--- src/rtl/maze_pkg.sv ---
// Shared constants, direction encoding and FSM states for the maze wall query.
package maze_pkg;

    localparam int MAZE_W = 28;
    localparam int MAZE_H = 36;
    localparam int ADDR_W = 10;

    localparam logic [5:0] X_MAX = 6'(MAZE_W - 1);
    localparam logic [5:0] Y_MAX = 6'(MAZE_H - 1);

    // Same encoding as the ghost direction registers.
    typedef enum logic [1:0] {
        DIR_UP = 2'd0,
        DIR_DN = 2'd1,
        DIR_LF = 2'd2,
        DIR_RT = 2'd3
    } dir_e;

    typedef enum logic [2:0] {
        S_IDLE  = 3'd0,
        S_RD_UP = 3'd1,
        S_RD_DN = 3'd2,
        S_RD_LF = 3'd3,
        S_RD_RT = 3'd4,
        S_FLUSH = 3'd5
    } state_e;

endpackage

--- src/rtl/maze_tile_addr.sv ---
// Combinational tile -> ROM address: addr = y*28 + x, built from shifts.
module maze_tile_addr
    import maze_pkg::*;
(
    input  logic [5:0]        x,
    input  logic [5:0]        y,
    output logic [ADDR_W-1:0] addr
);

    logic [ADDR_W-1:0] xe;
    logic [ADDR_W-1:0] ye;

    assign xe   = ADDR_W'(x);
    assign ye   = ADDR_W'(y);
    assign addr = (ye << 4) + (ye << 3) + (ye << 2) + xe;

endmodule

--- src/rtl/maze_wall_query.sv ---
// Per-ghost wall query responder: reads four neighbour tiles, returns walls + ack.
// Define TUNNEL_WRAP_EN to read wrapped left/right neighbours at the maze edges.
module maze_wall_query
    import maze_pkg::*;
(
    input  logic              clk,
    input  logic              reset_n,
    input  logic              req,
    input  logic [5:0]        tileX,
    input  logic [5:0]        tileY,
    output logic              busy,
    output logic              ack,
    output logic              wallUp,
    output logic              wallDown,
    output logic              wallLeft,
    output logic              wallRight,
    output logic              rom_en,
    output logic [ADDR_W-1:0] rom_addr,
    input  logic              rom_data
);

    state_e            state_q, state_d;
    logic [5:0]        x_q, x_d;
    logic [5:0]        y_q, y_d;
    logic              busy_q, busy_d;
    logic              ack_q, ack_d;
    logic [3:0]        wall_q, wall_d;
    logic [3:0]        shadow_q, shadow_d;
    logic              rom_en_q, rom_en_d;
    logic [ADDR_W-1:0] rom_addr_q, rom_addr_d;
    logic              en_dly_q, en_dly_d;

    logic              accept;
    logic              oor;
    logic              slot_go;
    dir_e              slot_dir;
    logic [5:0]        src_x, src_y;
    logic [5:0]        nb_x, nb_y;
    logic              nb_ok;
    logic [ADDR_W-1:0] nb_addr;
    logic              cap_bit;

    assign accept  = (state_q == S_IDLE) && !busy_q && req;
    assign oor     = (tileX > X_MAX) || (tileY > Y_MAX);
    assign cap_bit = en_dly_q ? rom_data : 1'b1;

    // Read slot that the next cycle will issue.
    always_comb begin
        slot_go  = 1'b1;
        slot_dir = DIR_UP;
        unique case (state_q)
            S_IDLE:  slot_go  = accept && !oor;
            S_RD_UP: slot_dir = DIR_DN;
            S_RD_DN: slot_dir = DIR_LF;
            S_RD_LF: slot_dir = DIR_RT;
            default: slot_go  = 1'b0;
        endcase
    end

    always_comb begin
        src_x = (state_q == S_IDLE) ? tileX : x_q;
        src_y = (state_q == S_IDLE) ? tileY : y_q;
        nb_x  = src_x;
        nb_y  = src_y;
        nb_ok = 1'b0;
        unique case (slot_dir)
            DIR_UP: begin
                nb_ok = (src_y != 6'd0);
                nb_y  = src_y - 6'd1;
            end
            DIR_DN: begin
                nb_ok = (src_y != Y_MAX);
                nb_y  = src_y + 6'd1;
            end
            DIR_LF: begin
                if (src_x != 6'd0) begin
                    nb_ok = 1'b1;
                    nb_x  = src_x - 6'd1;
                end else begin
`ifdef TUNNEL_WRAP_EN
                    nb_ok = 1'b1;
                    nb_x  = X_MAX;
`else
                    nb_ok = 1'b0;
`endif
                end
            end
            DIR_RT: begin
                if (src_x != X_MAX) begin
                    nb_ok = 1'b1;
                    nb_x  = src_x + 6'd1;
                end else begin
`ifdef TUNNEL_WRAP_EN
                    nb_ok = 1'b1;
                    nb_x  = 6'd0;
`else
                    nb_ok = 1'b0;
`endif
                end
            end
        endcase
    end

    maze_tile_addr u_addr (
        .x    (nb_x),
        .y    (nb_y),
        .addr (nb_addr)
    );

    always_comb begin
        state_d    = state_q;
        x_d        = x_q;
        y_d        = y_q;
        busy_d     = busy_q;
        ack_d      = 1'b0;
        wall_d     = wall_q;
        shadow_d   = shadow_q;
        rom_en_d   = 1'b0;
        rom_addr_d = rom_addr_q;
        en_dly_d   = rom_en_q;

        unique case (state_q)
            S_IDLE: begin
                busy_d = 1'b0;
                if (accept) begin
                    busy_d = 1'b1;
                    if (oor) begin
                        ack_d  = 1'b1;
                        wall_d = 4'hF;
                    end else begin
                        x_d     = tileX;
                        y_d     = tileY;
                        state_d = S_RD_UP;
                    end
                end
            end
            S_RD_UP: state_d = S_RD_DN;
            S_RD_DN: begin
                state_d     = S_RD_LF;
                shadow_d[0] = cap_bit;
            end
            S_RD_LF: begin
                state_d     = S_RD_RT;
                shadow_d[1] = cap_bit;
            end
            S_RD_RT: begin
                state_d     = S_FLUSH;
                shadow_d[2] = cap_bit;
            end
            S_FLUSH: begin
                state_d     = S_IDLE;
                shadow_d[3] = cap_bit;
                wall_d      = shadow_d;
                ack_d       = 1'b1;
                busy_d      = 1'b1;
            end
            default: state_d = S_IDLE;
        endcase

        // Edge neighbours are never read; their result stays forced blocked.
        if (slot_go && nb_ok) begin
            rom_en_d   = 1'b1;
            rom_addr_d = nb_addr;
        end
    end

    always_ff @(posedge clk or negedge reset_n) begin
        if (!reset_n) begin
            state_q    <= S_IDLE;
            x_q        <= '0;
            y_q        <= '0;
            busy_q     <= 1'b0;
            ack_q      <= 1'b0;
            wall_q     <= 4'hF;
            shadow_q   <= 4'hF;
            rom_en_q   <= 1'b0;
            rom_addr_q <= '0;
            en_dly_q   <= 1'b0;
        end else begin
            state_q    <= state_d;
            x_q        <= x_d;
            y_q        <= y_d;
            busy_q     <= busy_d;
            ack_q      <= ack_d;
            wall_q     <= wall_d;
            shadow_q   <= shadow_d;
            rom_en_q   <= rom_en_d;
            rom_addr_q <= rom_addr_d;
            en_dly_q   <= en_dly_d;
        end
    end

    assign busy      = busy_q;
    assign ack       = ack_q;
    assign wallUp    = wall_q[0];
    assign wallDown  = wall_q[1];
    assign wallLeft  = wall_q[2];
    assign wallRight = wall_q[3];
    assign rom_en    = rom_en_q;
    assign rom_addr  = rom_addr_q;

endmodule

--- config.mk ---
export PLATFORM = sky130hd
export DESIGN_NAME = maze_wall_query
export DESIGN_NICKNAME = d
export VERILOG_FILES = /design/src/rtl/maze_pkg.sv /design/src/rtl/maze_tile_addr.sv /design/src/rtl/maze_wall_query.sv
export SDC_FILE = /design/constraint.sdc
export NUM_CORES = 1
export LEC_CHECK = 0
export BUFFER_PORTS_ARGS = -buffer_cell sky130_fd_sc_hd__buf_2
export CAP_MARGIN = 20
export CORE_MARGIN = 2
export CORE_UTILIZATION = 63
export CTS_BUF_LIST = sky130_fd_sc_hd__clkbuf_16
export CTS_CLUSTER_SIZE = 25
export DETAILED_ROUTE_END_ITERATION = 10
export PLACE_DENSITY = 0.93
export SYNTH_ARGS = -nofsm -noshare
export SYNTH_HDL_FRONTEND = slang
export SYNTH_SLANG_ARGS = --single-unit
--- constraint.sdc ---
create_clock -name clk -period 8 [get_ports clk]
set_input_delay 1.6 -clock clk [delete_from_list [all_inputs] [get_ports clk]]
set_output_delay 1.6 -clock clk [all_outputs]
set_load 0.01 [all_outputs]
After elaboration in Yosys (flattened, before gate mapping)
Cells that the tools add are included.
{ "word_totals": {"reg_bits": 36, "input_bits": 16, "output_inout_bits": 17, "wordCells": 75} }
{ "op_classes": {"addsub": 7, "magnitude_cmp": 2, "n_eq_ne": 13, "mux": 24, "n_bitwise": 1, "n_reduce_logical": 16} }
{ "op_table": {"columns": ["op", "n"], "rows": [
  ["6-bit two-way mux", 4],
  ["6-bit one-hot mux with 2 select lines", 2],
  ["3-bit one-hot mux with 5 select lines", 1],
  ["6-bit by 1-bit adder with 6-bit output, second input constant", 2],
  ["6-bit nonzero test", 2],
  ["6-bit by 1-bit subtractor with 6-bit output, second input constant", 2],
  ["10-bit by 6-bit adder with 10-bit output", 1],
  ["10-bit by 8-bit adder with 10-bit output", 1],
  ["10-bit by 9-bit adder with 10-bit output", 1],
  ["4-bit two-way mux", 2],
  ["4-bit one-hot mux with 2 select lines", 1],
  ["1-bit two-way mux", 7],
  ["3-bit by 2-bit == test with 1-bit output, second input constant", 2],
  ["3-bit == test, second input constant", 2],
  ["6-bit by 5-bit > comparator with 1-bit output, second input constant", 1],
  ["6-bit > comparator, second input constant", 1],
  ["3-bit two-way mux", 2],
  ["2-bit != test, second input constant", 3],
  ["6-bit by 5-bit != test with 1-bit output, second input constant", 1],
  ["6-bit != test, second input constant", 1],
  ["1-bit one-hot mux with 2 select lines", 3],
  ["2-bit one-hot mux with 3 select lines", 1],
  ["3-bit AND reduction", 2],
  ["2-bit == test, second input constant", 2],
  ["12 further kinds", 16]
]} }

Longest topological paths before layout
Gate-level depths: netlist of run 1.
{ "logic_depth": {"word_depth": 7, "depth_mapped": 23, "ltp_nobuf": 21} }

By module
Synthesis of run 1 repeated with hierarchy kept, for this count alone.
{ "unflattened": {"cells_unflattened": 268, "hier_area_um2": 2733.9} }
{ "modules_own_cells": {"columns": ["mod", "instances", "cells_each", "area_each_um2", "seq_area_each_um2"], "rows": [
  ["maze_wall_query", 1, 218, 2240.9, 909.6],
  ["maze_tile_addr", 1, 50, 493.0, 0.0]
]} }

Worst setup path before layout of run 1
OpenSTA, ideal clock, no wires.
{ "synth_timing": {"kind": "input port to flip-flop", "startpoint": "input tileY[1]", "endpoint": "register rom_addr_q[9] (netlist: rom_addr[9])", "setup_time_ns": 0.125, "arrival_time_ns": 5.091, "required_time_ns": 7.875, "slack_ns": 2.784, "cell_stages": 17, "path_cell_list": "mux2i_1 -> inv_1 -> ha_1 -> or2_2 -> a21oi_1 -> o31ai_2 -> xor2_1 -> a221oi_1 -> o21ai_0 -> fa_1 -> ha_1 -> ha_1 -> inv_1 -> o21bai_1 -> a21oi_1 -> xnor2_1 -> mux2_4"} }
{ "synth_via": {"elab_chain_len": 6, "word_cells_on_any_way": 16, "classes_between": "add/sub: 5; order compare: 1; eq/ne: 1; mux: 4; reduce/logical: 5"} }
{ "synth_lines": {"columns": ["item", "line_no", "text"], "rows": [
  ["from (decl)", "maze_wall_query.sv:10", "input logic [5:0] tileY,"],
  ["6-bit two-way mux / 6-bit > comparator (equally long branches)", "maze_wall_query.sv:62, maze_wall_query.sv:44", null],
  ["6-bit by 1-bit adder with 6-bit output (tied with other cells)", "maze_wall_query.sv:73", "nb_y = src_y + 6'd1;"],
  ["6-bit one-hot mux with 2 select lines / 1-bit zero test (equally long branches)", "maze_wall_query.sv:66, maze_wall_query.sv:52", null],
  ["10-bit by 9-bit adder with 10-bit output / 1-bit logical AND (equally long branches)", "maze_tile_addr.sv:15, maze_wall_query.sv:52", null],
  ["10-bit by 8-bit adder with 10-bit output / 1-bit one-hot mux with 2 select lines (equally long branches)", "maze_tile_addr.sv:15, maze_wall_query.sv:51", null],
  ["10-bit by 6-bit adder with 10-bit output / 1-bit logical AND (equally long branches)", "maze_tile_addr.sv:15, maze_wall_query.sv:161", null],
  ["to (signal assigned)", "maze_wall_query.sv:188", "rom_addr_q <= rom_addr_d;"],
  ["to (decl)", "maze_wall_query.sv:30", "logic [ADDR_W-1:0] rom_addr_q, rom_addr_d;"]
]} }
Parallel ways exist; a longest one is shown, timed or not.
A chain may end at the register's enable or synchronous reset.

Worst setup path in the final report of run 1
Ends and elaborated chain as after synthesis.

==> impl_results.md, run 1 <==
- GRT Total Usage: 25.6%
- Total iterations of the first detailed-routing run: 4
- Final ANT Viol Nets: 0
- Fin crit share: 69.1%
- Fin crit period: approximately 5500 ps
- Cts bufs inserted: 5
- Core area: 4090 sq um
- Net Count, Synth: 309
- Root buffer cell: clkbuf_16
- Worst EP required: 8170 ps
- Worst setup path class: in2reg
- # nets final: 337
- Worst setup SP type: primary input
- Drt drc: 0
- Flops & latches, synth: 36
- Unique masters post-synth: 49
- Hold Vio Cnt, Final: 0
- Row count: 23
- Hold-fix buffers at CTS: 0
- Placer's final routability congestion estimate: 0.901
- Initial antenna violation count: 0
- Clock sinks: 36
- Htree depth: 2
- Yosys top cell by area: dfrtp_1
- 1st-iter DRT viols: ~190
- Worst flop-to-flop path endpoint: rom_addr[9]$_DFFE_PN0P_
- Inserted Diodes: 0
- Placed inst area: 2870 sq um
- Yosys top cell area share: 26.7%
- Post-DP HPWL: approximately 4100 um
- CTS clk-pin slew, worst paths: 50 ps
- Reg2reg start: state_q[0]$_DFFE_PN0P_
- Die area: 4860 sq um
- Fmax: 0.181 GHz
- Sequential cell area fraction in the yosys report: between 30% and 40%
- Vias in the first global route: 2067
- Post-route cell area: 3010 sq um
- Hold_sp: rom_en$_DFF_PN0_
- Worst Path Arrival: 5690 ps
- TritonCTS clock tree: done
- Top-level I/O count: 33
- Layout cells sized above 1: 24.7%
- CTS Buffer Depth: 2
- Hold Path Sink: en_dly_q$_DFF_PN0_
- Worst slew margin: 45.4%
- Area grow syn2layout: 10.5%
- Post-Synthesis Cells: ~270
- Final Max Tran Viols: 0
- Vias: 2070
- Worst reg2reg setup slack: 2490 ps
- Postcts setup bufs: 0
- Initial core utilization: 66.6%
- Avg Cell Area, Syn: 10.2 sq um
- Sequential cell area: slightly above 900 sq um
- Cells on Worst Hold Path: 0
- Post-synth top cells: dfrtp_1, inv_1, nor2_1
- CP max FO: 3
- Final TNS setup: 0 ps
- Post-synth EDFFs: 0
- Pin count of the biggest net entering global routing: 37
- Chip height: between 60 and 70 um
- CP endpoint kind: register
- Worst-Skew Late Latency: 280 ps
- Status: completed
- Skew final: ~4 ps
- Total routed wirelength: 5680 um
- Most numerous cell in the Yosys netlist: dfrtp_1
- Most used DFF post-synth: dfrtp_1
- Footprint of the multi-input gates: 1650 sq um
- Drt wl/cell: 16.4 um
- Synth top area cells: dfrtp_1, fa_1, ha_1
- Syn. warnings: 0
- Slew @ Worst Pin: 815 ps
- Cts repair resizes: 0
- RSZ-0062 raised after global routing: false
- Layout filler cell count: 293
- MaxCap Viol Count: 0
- Die width: 69.7 um
- # setup viols final: 0
- Ys async rst share: 100%
- Avg Vias per Cell: 5.98
- PortBufs: 32
- Synthesized area: approximately 2700 sq um
- First-pass GRT wire length: about 10000 um
- GRT overflow: 0
- Reg2Reg Depth: 18
- Hold crit path type: reg2reg
[state kept, by name (all words and copies together), names as in the netlist]
| signal | flops |
|---|---|
| rom_addr | 10 |
| x_q | 6 |
| y_q | 6 |
| wall_q | 4 |
| shadow_q | 3 |
| state_q | 3 |
| ack | 1 |
| busy | 1 |
| en_dly_q | 1 |
| rom_en | 1 |
[worst max-delay path by stage]
stage | startpoint | to | slack (ps) | cells after the start
final | tileY[1] | rom_addr[9]$_DFFE_PN0P_ | 2470 | 18
after detailed placement | tileY[1] | rom_addr[9]$_DFFE_PN0P_ | 2270 | 18
after floorplan | tileY[1] | rom_addr[9]$_DFFE_PN0P_ | 2780 | 17
after global routing | state_q[0]$_DFFE_PN0P_ | rom_addr[9]$_DFFE_PN0P_ | 2210 | 18
after global placement | tileY[1] | rom_addr[9]$_DFFE_PN0P_ | 2350 | 18
after CTS | tileY[1] | rom_addr[9]$_DFFE_PN0P_ | 2470 | 18
[through the flow]
| stage | std cells | hold WS [ps] | utilization [%] | setup slack, ps |
|---|---|---|---|---|
| after floorplan | 267 | 416 | - | 2780 |
| after global routing | 346 | 399 | 73.6 | 2210 |
| final | 346 | 369 | 73.6 | 2470 |
| after CTS | 346 | 375 | 73.6 | 2470 |
| after detailed placement | 338 | 363 | 70.3 | 2270 |
| after global placement | 338 | 354 | 70.3 | 2350 |
[layout make-up]
cell class	instances	area share [%]
clock buffer	5	4.16
clock inverter	3	0.374
inverter	25	3.12
multi-input combinational	195	54.7
sequential	36	30.2
tap	50	2.08
timing repair buffer	32	5.32
[critical path, stage by stage]
cell and delay, ps:
buf_2 120, mux2i_1 210, inv_1 120, ha_1 280
or2_2 90, a21oi_1 80, o31ai_2 460, mux2i_1 280
a221oi_1 120, o21ai_0 520, fa_1 520, ha_1 310
ha_1 330, inv_1 70, o21bai_1 70, a21oi_1 170
xnor2_1 80, mux2_4 250
[metal layers]
layer | up-vias | routed length [um] | GRT usage (%)
met5 | - | 0 | 0
met3 | 10 | 334 | 4.36
met1 | 998 | 2360 | 33.3
met4 | 0 | 99 | 8.12
li1 | 990 | - | -
met2 | 72 | 2890 | 43.8
[cells in the final DEF, fill, tap and decap left out, types with 3 or more instances in the layout]
master	netlist	routed
a21o_1	5	5
a21oi_1	14	14
a221oi_1	3	3
buf_2	1	32
clkbuf_16	0	5
dfrtp_1	29	29
dfstp_2	7	7
fa_1	10	10
ha_1	16	16
inv_1	25	27
mux2_2	16	16
mux2_4	7	7
mux2i_1	12	12
nand2_1	18	18
nand2b_1	3	3
nand3_1	7	7
nand3b_1	3	3
nand4_1	3	3
nor2_1	20	20
nor2b_1	4	4
o21ai_0	8	8
o22a_1	3	3
xnor2_1	8	8
xor2_1	5	5
[cell families (layout without fill, tap and decap cells)]
family | after synthesis | in the layout | share of synthesized area, %
AOI/OAI and AO/OA | 50 | 50 | 13.5
and+or+nand+nor | 71 | 71 | 13.2
xor gates and xnor gates | 13 | 13 | 4.18
adders and majority gates | 26 | 26 | 14.7
buffers and inverters | 36 | 65 | 6.11
DFF | 36 | 36 | 33.4
muxes | 35 | 35 | 14.9
Power of run 1 is not shown: default switching activity piles up to over one toggle a cycle in this logic, so the estimate is an artifact.
==> inputs of run 2 (changes only) <==
- CORE_UTILIZATION: 63 -> 59
- PLACE_DENSITY: 0.93 -> 0.89
- clock period: 8 -> 5.59 ns (I/O delays scaled with it)
==> impl_results.md, run 2 (synthesized netlist as in run 1, its figures left out) <==
- Status: completed
- Fin crit period: 5050 ps
- Skew final: 5.41 ps (+1.41 ps)
- First-pass GRT wire length: 9720 um (-1.7%)
- Inserted Diodes: 0 (unchanged)
- Worst slew margin: 47.8% (+2.3 points)
- CTS clk-pin slew, worst paths: 50 ps (about the same)
- Largest register FFs: 10 (unchanged)
- Initial antenna violation count: 0 (unchanged)
- GRT Total Usage: 24.3% (-1.3 points)
- Worst setup path class: reg2reg
- Worst stage delay on the critical path: 580 ps (+60 ps)
- Crit path launch: state_q[1]$_DFFE_PN0P_
- Root buffer cell: clkbuf_16
- GRT overflow: 0 (unchanged)
- Setup slack at placement: 380 ps (-1890 ps)
- CP endpoint kind: register
- CTS Buffer Depth: 2 (unchanged)
- Die area: 5170 sq um (+6.4%)
- Worst EP required: 5760 ps (-2410 ps)
- Fmax: 0.198 GHz
- Postcts setup bufs: 0 (unchanged)
- Layout cells sized above 1: 26.4% (+1.7 points)
- Vias in the first global route: 2130 (+3.0%)
- Placer's final routability congestion estimate: 0.975 (+8.2%)
- Worst-Skew Late Latency: 280 ps (about the same)
- Drt wl/cell: 15.8 um (-4.0%)
- CP bufs+invs: 3 (unchanged)
- Crit-path slowest cell: or3_1
- RSZ-0062 raised after global routing: false
- Row count: 24 (+4.3%)
- Hold-fix buffers at CTS: 0 (unchanged)
- Core area: 4380 sq um (+7.3%)
- Most used cell, CP: inv_1
- MaxCap Viol Count: 0 (unchanged)
- Chip height: 71.9 um (+3.1%)
- Slew @ Worst Pin: 784 ps (-30.9 ps)
- Min setup slack post-route: 539 ps (-1930 ps)
- Avg Vias per Cell: 5.94 (-0.79%)
- Area grow syn2layout: 12.6%
- Total iterations of the first detailed-routing run: 5 (+1)
- Htree depth: 2 (unchanged)
- # setup viols final: 0 (unchanged)
- Die width: 71.9 um (+3.1%)
- CP Cell Sequence: or3_1 > mux2i_1 > inv_1 > ha_1 > nand4_1 > inv_1 > o31ai_1 > nand2_1 > a2bb2oi_1 > fa_1 > fa_1 > inv_1 > ha_1 > a21o_1 > a21oi_1 > o21bai_1 > a21oi_1 > xnor2_1 > mux2_4
- Worst Path Arrival: 5220 ps (-470 ps)
- Most frequent cells in the layout: buf_2, dfrtp_1, inv_1
- Final TNS setup: 0 ps (unchanged)
- Cts bufs inserted: 5 (unchanged)
- Top-level I/O count: 33 (unchanged)
- Worst setup SP type: register
- Reg2reg start: state_q[1]$_DFFE_PN0P_
- Hold_sp: rom_en$_DFF_PN0_
- Vias: 2107 (+1.8%)
- TritonCTS clock tree: done
- Most common cell after layout, fill and taps aside: buf_2
- Pin count of the biggest net entering global routing: 37 (unchanged)
- PortBufs: 32 (unchanged)
- # nets final: 344 (+2.1%)
- Hold Vio Cnt, Final: 0 (unchanged)
- 1st-iter DRT viols: 127 (-34%)
- Clock sinks: 36 (unchanged)
- Fin crit share: 90.4%
- Post-DP HPWL: 4150 um (+1.5%)
- Cts repair resizes: 0 (unchanged)
- Final ANT Viol Nets: 0 (unchanged)
- Initial core utilization: 62.1% (-4.5 points)
- CP max FO: 9 (+6)
- Hold crit path type: reg2reg
- Final Max Tran Viols: 0 (unchanged)
- Total routed wirelength: 5600 um (-1.5%)
- Drt drc: 0 (unchanged)
- Post-route core utilization: 69.9% (-3.7 points)
- CP top delay family: adder cells
[run 2: cell count changes in the layout (fill, tap and decap cells not counted)]
cell	before	now
buf_4	0	7
clkinv_1	1	2
inv_1	27	26
[run 2: layout make-up]
cell class,count,area [sq um]
multi-input cells,195,1650
fillers,322,1320
flip-flops and latches,36,910
repair buffers,39,213
clock buffers,5,125
inverters,25,93.8
well taps,52,65.1
clock inverters,3,11.3
[run 2: final timing paths]
path | end | slack [ps] | cells past startpoint
max in group asynchronous | x_q[5]$_DFFE_PN0P_ | 4170 | 1
min in group asynchronous | ack$_DFF_PN0_ | 920 | 1
min reg2reg | en_dly_q$_DFF_PN0_ | 380 | 0
max reg2reg | rom_addr[9]$_DFFE_PN0P_ | 540 | 19
max | rom_addr[9]$_DFFE_PN0P_ | 540 | 19
min | en_dly_q$_DFF_PN0_ | 380 | 0
[run 2: through the flow]
| step | hold slack, ps | cells | area, sq um |
|---|---|---|---|
| floorplan | 416 | 267 | 2720 |
| global placement | 359 | 347 | 2930 |
| detailed placement | 372 | 347 | 2930 |
| CTS | 384 | 355 | 3060 |
| global route | 403 | 355 | 3060 |
| finish | 375 | 355 | 3060 |
[run 2: metal layers]
metal	routed length, um	up-vias	track usage [%]
met5	0	-	0
met2	2670	87	40.1
li1	-	997	-
met1	2440	1002	31.6
met3	324	21	4.58
met4	164	0	10.3
[run 2: worst register-to-register path: cells and delay by family (launching register included)]
family | cells | cell delay (ps)
fa+ha+maj | 4 | 1470
compound gates | 6 | 1250
simple gates | 3 | 930
flops | 1 | 360
buf+inv | 3 | 280
xor+xnor | 1 | 80
mux | 2 | 560
Power of run 2 is left out for the same reason.
==> inputs of run 3 (changes only) <==
- GPL_TIMING_DRIVEN: default -> 0
==> impl_results.md, run 3 (synthesized netlist as in run 1, its figures left out) <==
- Status: completed
- Skew final: 3.92 ps (-1.49 ps)
- Post-DP HPWL: 4420 um (+6.4%)
- TritonCTS clock tree: done
- Clock sinks: 36 (unchanged)
- CP endpoint kind: register
- # nets final: 348 (+1.2%)
- CTS clk-pin slew, worst paths: 60 ps (about the same)
- # setup viols final: 0 (unchanged)
- Avg Vias per Cell: 6.12 (+3.1%)
- Crit-path slowest cell: fa_1
- Hold-fix buffers at CTS: 0 (unchanged)
- CP max FO: 10 (+1)
- Drt drc: 0 (unchanged)
- Hold Vio Cnt, Final: 0 (unchanged)
- CTS Buffer Depth: 2 (unchanged)
- Postcts setup bufs: 0 (unchanged)
- Final Max Tran Viols: 0 (unchanged)
- Worst setup path class: reg2reg
- Die width: 71.9 um (unchanged)
- GRT overflow: 0 (unchanged)
- RSZ-0062 raised after global routing: false
- Hold crit path type: reg2reg
- GRT Total Usage: 26.6% (+2.2 points)
- Fin crit share: 93.2% (+2.8 points)
- Worst setup SP type: register
- Worst Path Arrival: 5380 ps (+160 ps)
- Total routed wirelength: 6130 um (+9.5%)
- Pin count of the biggest net entering global routing: 37 (unchanged)
- Root buffer cell: clkbuf_16
- Htree depth: 2 (unchanged)
- Drt wl/cell: 17.1 um (+8.2%)
- Worst-Skew Late Latency: 280 ps (about the same)
- Top-level I/O count: 33 (unchanged)
- Worst EP required: 5760 ps (about the same)
- Largest register FFs: 10 (unchanged)
- Layout cells sized above 1: 26.1% (-0.34 points)
- Hold slack: 369 ps (-6.33 ps)
- Finished Layout Cells: 359 (+1.1%)
- CP bufs+invs: 6 (+3)
- Most common cell after layout, fill and taps aside: buf_2
- Vias: 2197 (+4.3%)
- Fmax: 0.192 GHz (-3.0%)
- Core area: 4380 sq um (unchanged)
- Hold_sp: rom_en$_DFF_PN0_
- Worst slew margin: 44.5% (-3.2 points)
- Reg2reg start: state_q[0]$_DFFE_PN0P_
- Vias in the first global route: 2209 (+3.7%)
- Crit path launch: state_q[0]$_DFFE_PN0P_
- Most used cell, CP: inv_1
- Fin crit period: 5210 ps (+157 ps)
- Die area: 5170 sq um (unchanged)
- Final TNS setup: 0 ps (unchanged)
- CP top delay family: adder cells
- Row count: 24 (unchanged)
- Inserted Diodes: 0 (unchanged)
- Cts bufs inserted: 5 (unchanged)
- Layout filler cell count: 305 (-5.3%)
- Worst stage delay on the critical path: 490 ps (-90 ps)
- Area grow syn2layout: 14.3%
- First-pass GRT wire length: 10500 um (+8.4%)
- Cells after DPL: 351 (+1.2%)
- CP Cell Sequence: buf_6 > nor3_4 > buf_2 > mux2_2 > ha_1 > nand4_1 > inv_1 > o31ai_1 > nand2_1 > a2bb2oi_1 > fa_1 > fa_1 > inv_1 > ha_1 > inv_1 > fa_1 > inv_1 > a21o_1 > a21oi_1 > xnor2_1 > mux2_4
- Final ANT Viol Nets: 0 (unchanged)
- MaxCap Viol Count: 0 (unchanged)
- 1st-iter DRT viols: 198 (+56%)
- Total iterations of the first detailed-routing run: 4 (-1)
- Most frequent cells in the layout: buf_2, dfrtp_1, inv_1
- Placer's final routability congestion estimate: 0.875 (-10%)
- PortBufs: 32 (unchanged)
- Chip height: 71.9 um (unchanged)
- Cts repair resizes: 0 (unchanged)
- Slew @ Worst Pin: 832 ps (+48.2 ps)
- Initial core utilization: 62.1% (unchanged)
- Initial antenna violation count: 0 (unchanged)
## run 3: worst paths after layout
check	cells after the start	slack (ps)	end
worst min-delay path	0	370	en_dly_q$_DFF_PN0_
worst max register to register	21	380	rom_addr[8]$_DFFE_PN0P_
worst min register to register	0	370	en_dly_q$_DFF_PN0_
worst max-delay path	21	380	rom_addr[8]$_DFFE_PN0P_
min in group asynchronous	1	940	ack$_DFF_PN0_
max in group asynchronous	1	4130	rom_addr[5]$_DFFE_PN0P_
## run 3: cell type report
cell class | count | area (sq um) | area share, %
Inverter | 25 | 93.8 | 3.02
Tap cell | 52 | 65.1 | 2.09
Buffer | 11 | 72.6 | 2.33
Clock inverter | 3 | 38.8 | 1.25
Timing Repair Buffer | 32 | 160 | 5.15
Sequential cell | 36 | 910 | 29.2
Multi-Input combinational cell | 195 | 1650 | 52.9
Clock buffer | 5 | 125 | 4.02
## run 3: worst reg2reg max path: stages (launching register included)
cell       delay, ps
dfrtp_1          380
buf_6            150
nor3_4           290
buf_2            330
mux2_2           400
ha_1             280
nand4_1          300
inv_1             90
o31ai_1          260
nand2_1           90
a2bb2oi_1        280
fa_1             490
fa_1             460
inv_1             60
ha_1             170
inv_1             60
fa_1             390
inv_1             70
a21o_1           110
a21oi_1           70
xnor2_1          130
mux2_4           250
## run 3: layer usage
layer | global-route usage, % | share of wire (%) | vias up
met5 | 0 | 0 | -
met1 | 34.3 | 42 | 1073
met2 | 43.2 | 49 | 94
li1 | - | - | 1009
met4 | 11.5 | 3.1 | 0
met3 | 5.97 | 6.2 | 21
## run 3: through the flow
stage	setup WS [ps]	utilization (%)	area [sq um]
6_report	382	70.9	3110
2_1_floorplan	856	-	2720
5_1_grt	91.9	70.9	3110
3_5_place_dp	365	67.2	2950
4_1_cts	391	70.9	3110
3_3_place_gp	408	67.2	2950
Power of run 3 is left out for the same reason.
